[config.mk]
export PLATFORM = sky130hd
export DESIGN_NAME = bus8_master
export DESIGN_NICKNAME = d
export VERILOG_FILES = /design/src/rtl/bus8_master.sv
export SDC_FILE = /design/constraint.sdc
export NUM_CORES = 1
export LEC_CHECK = 0
export ABC_AREA = 1
export CAP_MARGIN = 0
export CORE_MARGIN = 2
export CORE_UTILIZATION = 50
export DETAILED_ROUTE_END_ITERATION = 6
export DONT_BUFFER_PORTS = 1
export PLACE_DENSITY_LB_ADDON = 0.25
export SLEW_MARGIN = 20
export SYNTH_ARGS = -nofsm -noshare
export SYNTH_HDL_FRONTEND = slang
export SYNTH_SLANG_ARGS = --single-unit
[constraint.sdc]
create_clock -name i_Bus_Clk -period 2.2 [get_ports i_Bus_Clk]
set_input_delay 0.44 -clock i_Bus_Clk [delete_from_list [all_inputs] [get_ports i_Bus_Clk]]
set_output_delay 0.44 -clock i_Bus_Clk [all_outputs]
set_load 0.05 [all_outputs]
[src/rtl/bus8_master.sv]
// Bus8 initiator: queues local write/read commands and runs them one at a time on the Bus8
// register bus, returning read data (or a timeout flag) on the response port.
module bus8_master #(
    parameter int unsigned FIFO_DEPTH = 4,
    parameter int unsigned TIMEOUT    = 16
) (
    input  logic       i_Bus_Clk,
    input  logic       i_Bus_Rst_L,
    input  logic       i_Cmd_DV,
    input  logic       i_Cmd_Wr_Rd_n,
    input  logic [7:0] i_Cmd_Addr,
    input  logic [7:0] i_Cmd_Data,
    output logic       o_Cmd_Ready,
    output logic       o_Rsp_DV,
    output logic [7:0] o_Rsp_Data,
    output logic       o_Rsp_Timeout,
    output logic       o_Busy,
    output logic       o_Bus_CS,
    output logic       o_Bus_Wr_Rd_n,
    output logic [7:0] o_Bus_Addr8,
    output logic [7:0] o_Bus_Wr_Data,
    input  logic [7:0] i_Bus_Rd_Data,
    input  logic       i_Bus_Rd_DV
);

    localparam int unsigned PTR_W = $clog2(FIFO_DEPTH);
    localparam int unsigned CNT_W = $clog2(FIFO_DEPTH + 1);
    localparam int unsigned TMO_W = $clog2(TIMEOUT + 1);
    localparam logic [CNT_W-1:0] FULL_CNT = CNT_W'(FIFO_DEPTH);
    localparam logic [TMO_W-1:0] TMO_LAST = TMO_W'(TIMEOUT - 1);

    typedef enum logic [1:0] {
        StIdle,
        StIssue,
        StWaitRd
    } state_e;

    state_e state_q, state_d;

    // Entry layout: {wr_rd_n, addr[7:0], data[7:0]}
    logic [16:0]      fifo_mem [FIFO_DEPTH];
    logic [PTR_W-1:0] wr_ptr_q, rd_ptr_q;
    logic [CNT_W-1:0] cnt_q, cnt_d;
    logic [16:0]      head;
    logic             fifo_empty;
    logic             push, pop;

    logic             bus_cs_q, bus_cs_d;
    logic             bus_wr_rd_n_q, bus_wr_rd_n_d;
    logic [7:0]       bus_addr_q, bus_addr_d;
    logic [7:0]       bus_wr_data_q, bus_wr_data_d;
    logic             rsp_dv_q, rsp_dv_d;
    logic [7:0]       rsp_data_q, rsp_data_d;
    logic             rsp_timeout_q, rsp_timeout_d;
    logic [TMO_W-1:0] tmo_cnt_q, tmo_cnt_d;

    assign fifo_empty  = (cnt_q == '0);
    assign o_Cmd_Ready = (cnt_q != FULL_CNT);
    assign push        = i_Cmd_DV & o_Cmd_Ready;
    assign head        = fifo_mem[rd_ptr_q];

    always_ff @(posedge i_Bus_Clk) begin
        if (push) begin
            fifo_mem[wr_ptr_q] <= {i_Cmd_Wr_Rd_n, i_Cmd_Addr, i_Cmd_Data};
        end
    end

    always_comb begin
        cnt_d = cnt_q;
        case ({push, pop})
            2'b10:   cnt_d = cnt_q + CNT_W'(1);
            2'b01:   cnt_d = cnt_q - CNT_W'(1);
            default: cnt_d = cnt_q;
        endcase
    end

    always_comb begin
        state_d       = state_q;
        pop           = 1'b0;
        bus_cs_d      = 1'b0;
        bus_wr_rd_n_d = bus_wr_rd_n_q;
        bus_addr_d    = bus_addr_q;
        bus_wr_data_d = bus_wr_data_q;
        rsp_dv_d      = 1'b0;
        rsp_data_d    = rsp_data_q;
        rsp_timeout_d = rsp_timeout_q;
        tmo_cnt_d     = tmo_cnt_q;

        unique case (state_q)
            StIdle: begin
                if (!fifo_empty) begin
                    pop           = 1'b1;
                    bus_cs_d      = 1'b1;
                    bus_wr_rd_n_d = head[16];
                    bus_addr_d    = head[15:8];
                    bus_wr_data_d = head[16] ? head[7:0] : 8'h00;
                    state_d       = StIssue;
                end
            end
            StIssue: begin
                if (bus_wr_rd_n_q) begin
                    state_d = StIdle;
                end else begin
                    tmo_cnt_d = '0;
                    state_d   = StWaitRd;
                end
            end
            StWaitRd: begin
                // A response on the last allowed edge still beats the timeout
                if (i_Bus_Rd_DV) begin
                    rsp_dv_d      = 1'b1;
                    rsp_data_d    = i_Bus_Rd_Data;
                    rsp_timeout_d = 1'b0;
                    state_d       = StIdle;
                end else if (tmo_cnt_q == TMO_LAST) begin
                    rsp_dv_d      = 1'b1;
                    rsp_data_d    = 8'h00;
                    rsp_timeout_d = 1'b1;
                    state_d       = StIdle;
                end else begin
                    tmo_cnt_d = tmo_cnt_q + TMO_W'(1);
                end
            end
            default: state_d = StIdle;
        endcase
    end

    always_ff @(posedge i_Bus_Clk or negedge i_Bus_Rst_L) begin
        if (!i_Bus_Rst_L) begin
            state_q       <= StIdle;
            wr_ptr_q      <= '0;
            rd_ptr_q      <= '0;
            cnt_q         <= '0;
            bus_cs_q      <= 1'b0;
            bus_wr_rd_n_q <= 1'b0;
            bus_addr_q    <= 8'h00;
            bus_wr_data_q <= 8'h00;
            rsp_dv_q      <= 1'b0;
            rsp_data_q    <= 8'h00;
            rsp_timeout_q <= 1'b0;
            tmo_cnt_q     <= '0;
        end else begin
            state_q       <= state_d;
            cnt_q         <= cnt_d;
            if (push) begin
                wr_ptr_q <= wr_ptr_q + PTR_W'(1);
            end
            if (pop) begin
                rd_ptr_q <= rd_ptr_q + PTR_W'(1);
            end
            bus_cs_q      <= bus_cs_d;
            bus_wr_rd_n_q <= bus_wr_rd_n_d;
            bus_addr_q    <= bus_addr_d;
            bus_wr_data_q <= bus_wr_data_d;
            rsp_dv_q      <= rsp_dv_d;
            rsp_data_q    <= rsp_data_d;
            rsp_timeout_q <= rsp_timeout_d;
            tmo_cnt_q     <= tmo_cnt_d;
        end
    end

    assign o_Busy        = !fifo_empty || (state_q != StIdle);
    assign o_Bus_CS      = bus_cs_q;
    assign o_Bus_Wr_Rd_n = bus_wr_rd_n_q;
    assign o_Bus_Addr8   = bus_addr_q;
    assign o_Bus_Wr_Data = bus_wr_data_q;
    assign o_Rsp_DV      = rsp_dv_q;
    assign o_Rsp_Data    = rsp_data_q;
    assign o_Rsp_Timeout = rsp_timeout_q;

endmodule

Word-level counts from Yosys, hierarchy flattened
Memory sizes are Yosys's and may differ from the RTL's.
Index checks and enable logic that the tools add are counted.
{"block": "op_classes", "add_sub_neg": 5, "n_eq_ne": 11, "reduce_logical": 12, "muxes": 22, "bitwise_logic": 2}
{"operator": "$mux 8", "count": 3}
{"operator": "$mux 5", "count": 3}
{"operator": "$pmux 5 s2", "count": 1}
{"operator": "$mux 1", "count": 9}
{"operator": "$mux 2", "count": 4}
{"operator": "$ne 2x2->1 const B", "count": 4}
{"operator": "$reduce_bool 2->1", "count": 4}
{"operator": "$ne 3x3->1 const B", "count": 2}
{"operator": "$pmux 2 s3", "count": 1}
{"operator": "$pmux 3 s2", "count": 1}
{"operator": "$reduce_and 2->1", "count": 3}
{"operator": "$add 5x1->5 const B", "count": 1}
{"operator": "$eq 5x4->1 const B", "count": 1}
{"operator": "$add 2x1->2 const B", "count": 2}
{"operator": "$eq 2x1->1 const B", "count": 2}
{"operator": "$eq 2x2->1 const B", "count": 2}
{"operator": "$reduce_and 4->1", "count": 1}
{"operator": "$add 3x1->3 const B", "count": 1}
{"operator": "$logic_not 3->1", "count": 1}
{"operator": "$sub 3x1->3 const B", "count": 1}
{"operator": "$logic_not 2->1", "count": 1}
{"operator": "$and 1x1->1", "count": 1}
{"operator": "$logic_not 1->1", "count": 1}
{"operator": "$logic_or 1x1->1", "count": 1}
{"operator": "$not 1->1", "count": 1}
{"block": "word_totals", "n_memories": 1, "ram_bits": 68, "register_bits": 42, "input_bits": 29}
{"name": "fifo_mem", "depth": 4, "width": 17, "read_ports": 1, "rd_clocked_by_memory_dff": 0, "wr": 1, "line_no": "41", "source": "logic [16:0] fifo_mem [FIFO_DEPTH];"}

Logic depth before layout (Yosys ltp)
{"block": "depth", "ltp_word": 5, "depth_mapped": 11}

Worst setup path before layout
No wires, ideal clock.
{"block": "synth_timing", "path_kind": "reg2reg", "start": "register cnt_q[1]", "end": "register cnt_q[2]", "arrival_time_ps": 2160, "required_ps": 2121, "synth_period_minus_slack_ps": 2239, "path_slack_ps": -39, "setup_time_ps": 79, "path_stages_with_launch": 10, "cell_sequence": "dfrtp_1 > nor2_2 > nand2_1 > nand2_2 > ha_1 > inv_1 > fa_1 > or2_2 > nand2_1 > xor2_1"}
{"element": "start, declared", "line_no": "43", "source": "logic [CNT_W-1:0] cnt_q, cnt_d;"}
{"element": "start signal, assigned", "line_no": "144", "source": "cnt_q <= cnt_d;"}
{"element": "$ne 3x3->1 *", "line_no": "58", "source": "assign o_Cmd_Ready = (cnt_q != FULL_CNT);"}
{"element": "named net o_Cmd_Ready", "line_no": "13", "source": "output logic o_Cmd_Ready,"}
{"element": "$and 1x1->1 *", "line_no": "59", "source": "assign push = i_Cmd_DV & o_Cmd_Ready;"}
{"element": "$eq 2x1->1 / $eq 2x2->1 (equally long branches)", "line_no": "70", "source": "case ({push, pop})"}
{"element": "$pmux 3 s2 / $reduce_bool 2->1 (equally long branches)"}
The timed path passes the listed nets; every way through them passes the cells marked *.
A chain may end at the register's enable or synchronous reset.

Worst setup path in the final report
{"block": "layout_timing", "start": "register cnt_q[1]", "end": "register cnt_q[2]"}
{"block": "layout_between", "elab_chain_cells": 5}
{"element": "$logic_not 3->1", "line_no": "57", "source": "assign fifo_empty = (cnt_q == '0);"}
{"element": "$mux 1", "line_no": "91", "source": "if (!fifo_empty) begin"}
{"element": "$mux 1", "line_no": "89", "source": "unique case (state_q)"}
{"element": "$eq 2x1->1 / $eq 2x2->1 (equally long branches)", "line_no": "70"}
{"element": "$pmux 3 s2 / $reduce_bool 2->1 (equally long branches)"}
Parallel ways exist; a longest one is shown, timed or not.

==> metrics.yaml <==
routing:
  drtIter0Drc: 135
  dr_total_vias: 2843
  viasPerCell: 5.06
  routed_wl_um: 8450
  first_pass_iters: 4
  ant_nets: 0
  drc: 0
  wl_per_cell_um: 15.0
worst_setup_path:
  worstRegToRegCells: 9
  crit_chain: "nor2_2 > nand2_2 > nand2_2 > ha_1 > inv_1 > fa_1 > or2_2 > nand2_1 > xor2_1"
  end_kind: "flip-flop"
  crit_slowest_cell: "dfrtp_1"
  path_class: "flip-flop to flip-flop"
  r2r_end: "cnt_q[2]$_DFFE_PN0P_"
  crit_path_start_kind: "flip-flop"
  reg2reg_from: "cnt_q[1]$_DFFE_PN0P_"
  rrSetupSlack_ns: 0.19
  required_ns: 2.50
  crit_top_cell: "nand2_2"
  max_stage_delay_ns: 0.42
  critical_path_peak_fanout: 8
  worstPathArrival_ns: 2.30
synthesis:
  synth_cells: 438
  synthSimpleGateAreaFrac: 0.185
  synth_compound_gate_area_share: 0.0381
  synthAdderAreaFrac: 0.0232
  syn-cell-area_um2: 4630
  synth_warnings: 0
  ys_types: 26
  ys_seq_elements: 110
  synth_top_family_by_area: "simple AND/OR/NAND/NOR gates"
  synth.avg_cell_area_um2: 10.6
  ys_seq_area_frac: 0.668
  synth_xor_area_frac: 0.00568
  synth_mux_area_frac: 0
  syn-num-nets: 475
die:
  die_h_um: 100
  fp.dieW_um: 100
  num_rows: 35
  start_util: 0.508
  ios: 59
  dieArea_um2: 10000
  coreArea_um2: 9110
pwr:
  leakage_nw: 2.20
  clkPwrFrac: 0.170
  p_sw_w: 0.00331
  combinationalPowerShare: 0.304
  internal_power_w: 0.00405
  powerDensity_nw_per_um2: 1490
  swShare: 0.449
  seq_power_share: 0.526
  ir_drop_mv: 0.654
global_route:
  antenna_found_initial: 0
  grt_util_met3: 0.0390
  top_usage_layer: "met2"
  grt_usage: 0.184
  grt_max_degree: 43
  use_met1: 0.236
  use_met2: 0.307
  gr-total-overflow: 0
  grt_pass1_wl_um: 14000
  grt_pass1_vias: 2771
layout:
  n_antenna_cell: 0
  drive_gt1_frac: 0.0887
  finalNonFillerCells: 562
  fin_area_um2: 4940
  multi_input_area_um2: 1170
  fillers: 795
  nNetsFinal: 483
  layout.cells.most_common: "nand2_1"
  synthToLayoutAreaGrowth_pct: 6.68
  seqCellArea_um2: 3090
  final_cell_mix: "nand2_1 (121), edfxtp_1 (68), inv_1 (53)"
cts:
  post_cts.repair.setup_buffers: 0
  clkSlewWorstSetupHoldPaths_ns: 0.11
  root_buffer: "clkbuf_8"
  htree_num_levels: 3
  clkSinkCount: 110
  cts_tree: "done"
  clk_path_buf_depth: 2
  numCtsBuffers: 9
  clkLatencyLatePin_ns: 0.37
timing:
  setup_viol: 0
  worst_clock_skew_ns: 0.00843
  finalMaxSlewViolations: 0
  tns_ns: 0
  rsz0062_at_grt: "false"
  timing.fmax_mhz: 499
  min_period_over_period: 0.912
  fin_ws_ns: 0.194
  worstMarginPinSlew_ns: 0.536
  slew_headroom: 0.642
  final.min_clock_period_ns: 2.01
  finalHoldViolCount: 0
placement:
  portBuffers: 0
  place_inst: 544
  place_ws_ns: 0.201
  hpwl_um: 5160
  placed_cell_area_um2: 4700
  gp_congestion: 0.765
status:
  status: "finished clean"
hold_path:
  worstHoldPathType: "primary input to flip-flop"
  hold_depth: 0
  hold-path-endpoint: "fifo_mem[1][2]$_DFFE_PP_"
  min-delay-start: "i_Cmd_Data[2]"
job:
  cap_violations: 0
-- power by group through the flow --
stage          clock (W)  combinational, W  sequential [W]
6_report         0.00125           0.00223         0.00387
5_1_grt          0.00136           0.00264         0.00394
4_1_cts          0.00129           0.00228         0.00388
3_5_place_dp           0           0.00225         0.00393
3_3_place_gp           0           0.00219         0.00391
2_1_floorplan          0           0.00193         0.00382
-- metal layers --
| metal | routed length, um | up-vias |
|---|---|---|
| li1 | - | 1419 |
| met1 | 3600 | 1346 |
| met2 | 4230 | 68 |
| met3 | 475 | 10 |
| met4 | 145 | 0 |
| met5 | 0 | - |
-- how the worst max path moves through the flow --
stage / start / endpoint / slack (ns)
after floorplan: cnt_q[1]$_DFFE_PN0P_ / cnt_q[2]$_DFFE_PN0P_ / 0.13
after global placement: cnt_q[1]$_DFFE_PN0P_ / cnt_q[2]$_DFFE_PN0P_ / 0.27
after detailed placement: cnt_q[1]$_DFFE_PN0P_ / cnt_q[2]$_DFFE_PN0P_ / 0.20
after CTS: cnt_q[1]$_DFFE_PN0P_ / cnt_q[2]$_DFFE_PN0P_ / 0.17
after global routing: cnt_q[0]$_DFFE_PN0P_ / cnt_q[2]$_DFFE_PN0P_ / 0.04
final: cnt_q[1]$_DFFE_PN0P_ / cnt_q[2]$_DFFE_PN0P_ / 0.19
-- cells in the mapped netlist (all sizes together) --
cell type / number / share of area
a21oi: 6 / 0.0065
buf: 15 / 0.032
clkinv: 1 / 0.00081
dfrtp: 42 / 0.23
edfxtp: 68 / 0.44
fa: 1 / 0.0043
ha: 7 / 0.019
inv: 57 / 0.047
nand2: 127 / 0.11
nand3: 30 / 0.032
nand3b: 1 / 0.0016
nor2: 49 / 0.042
nor3: 1 / 0.0011
o21ai: 28 / 0.030
o22ai: 1 / 0.0014
or2: 1 / 0.0014
xnor2: 1 / 0.0019
xor2: 2 / 0.0038
-- cell families (layout without fill, tap and decap cells) --
logic type,Yosys count,after routing
adder cells (fa/ha/maj),8,8
AND/OR/NAND/NOR,209,209
AO/OA/AOI/OAI,35,35
flip-flops,110,110
XOR/XNOR,3,3
buffers and inverters,73,86
-- sequential cells by signal, indices dropped and copies added, names as in the netlist, 2 cells and up --
signal and flops:
o_Bus_Addr8 8, wr_ptr_q 2, cnt_q 3, rd_ptr_q 2
o_Bus_Wr_Data 8, tmo_cnt_q 5, o_Rsp_Data 8, state_q 2
fifo_mem 68
-- through the flow --
step	total power, W	hold slack (ns)	util
after detailed placement	0.00617	0.145	0.516
after floorplan	0.00575	0.144	-
after global routing	0.00794	0.126	0.542
after global placement	0.00610	0.145	0.516
after CTS	0.00745	0.137	0.542
final	0.00736	0.155	0.542
-- timing repair --
item | 4_1_cts | 5_1_grt
resized for setup | 0 | 0
hold buffers | 2 | 0
hold endpoints to repair | 42 | 0
-- cell type report --
class                           count  area share
Tap cell                          111      0.0281
Clock inverter                      6      0.0155
Timing Repair Buffer               12      0.0228
Sequential cell                   110       0.626
Clock buffer                       10      0.0258
Multi-Input combinational cell    255       0.236
Inverter                           58      0.0451
-- worst max-delay path: cells and delay by family (launching register included) --
family,cells,cell delay (ns)
XOR/XNOR,1,0.14
adder cells (fa/ha/maj),2,0.54
buffers and inverters,1,0.06
flip-flops,1,0.42
AND/OR/NAND/NOR,5,0.79
Power figures use the tool's default switching activity.
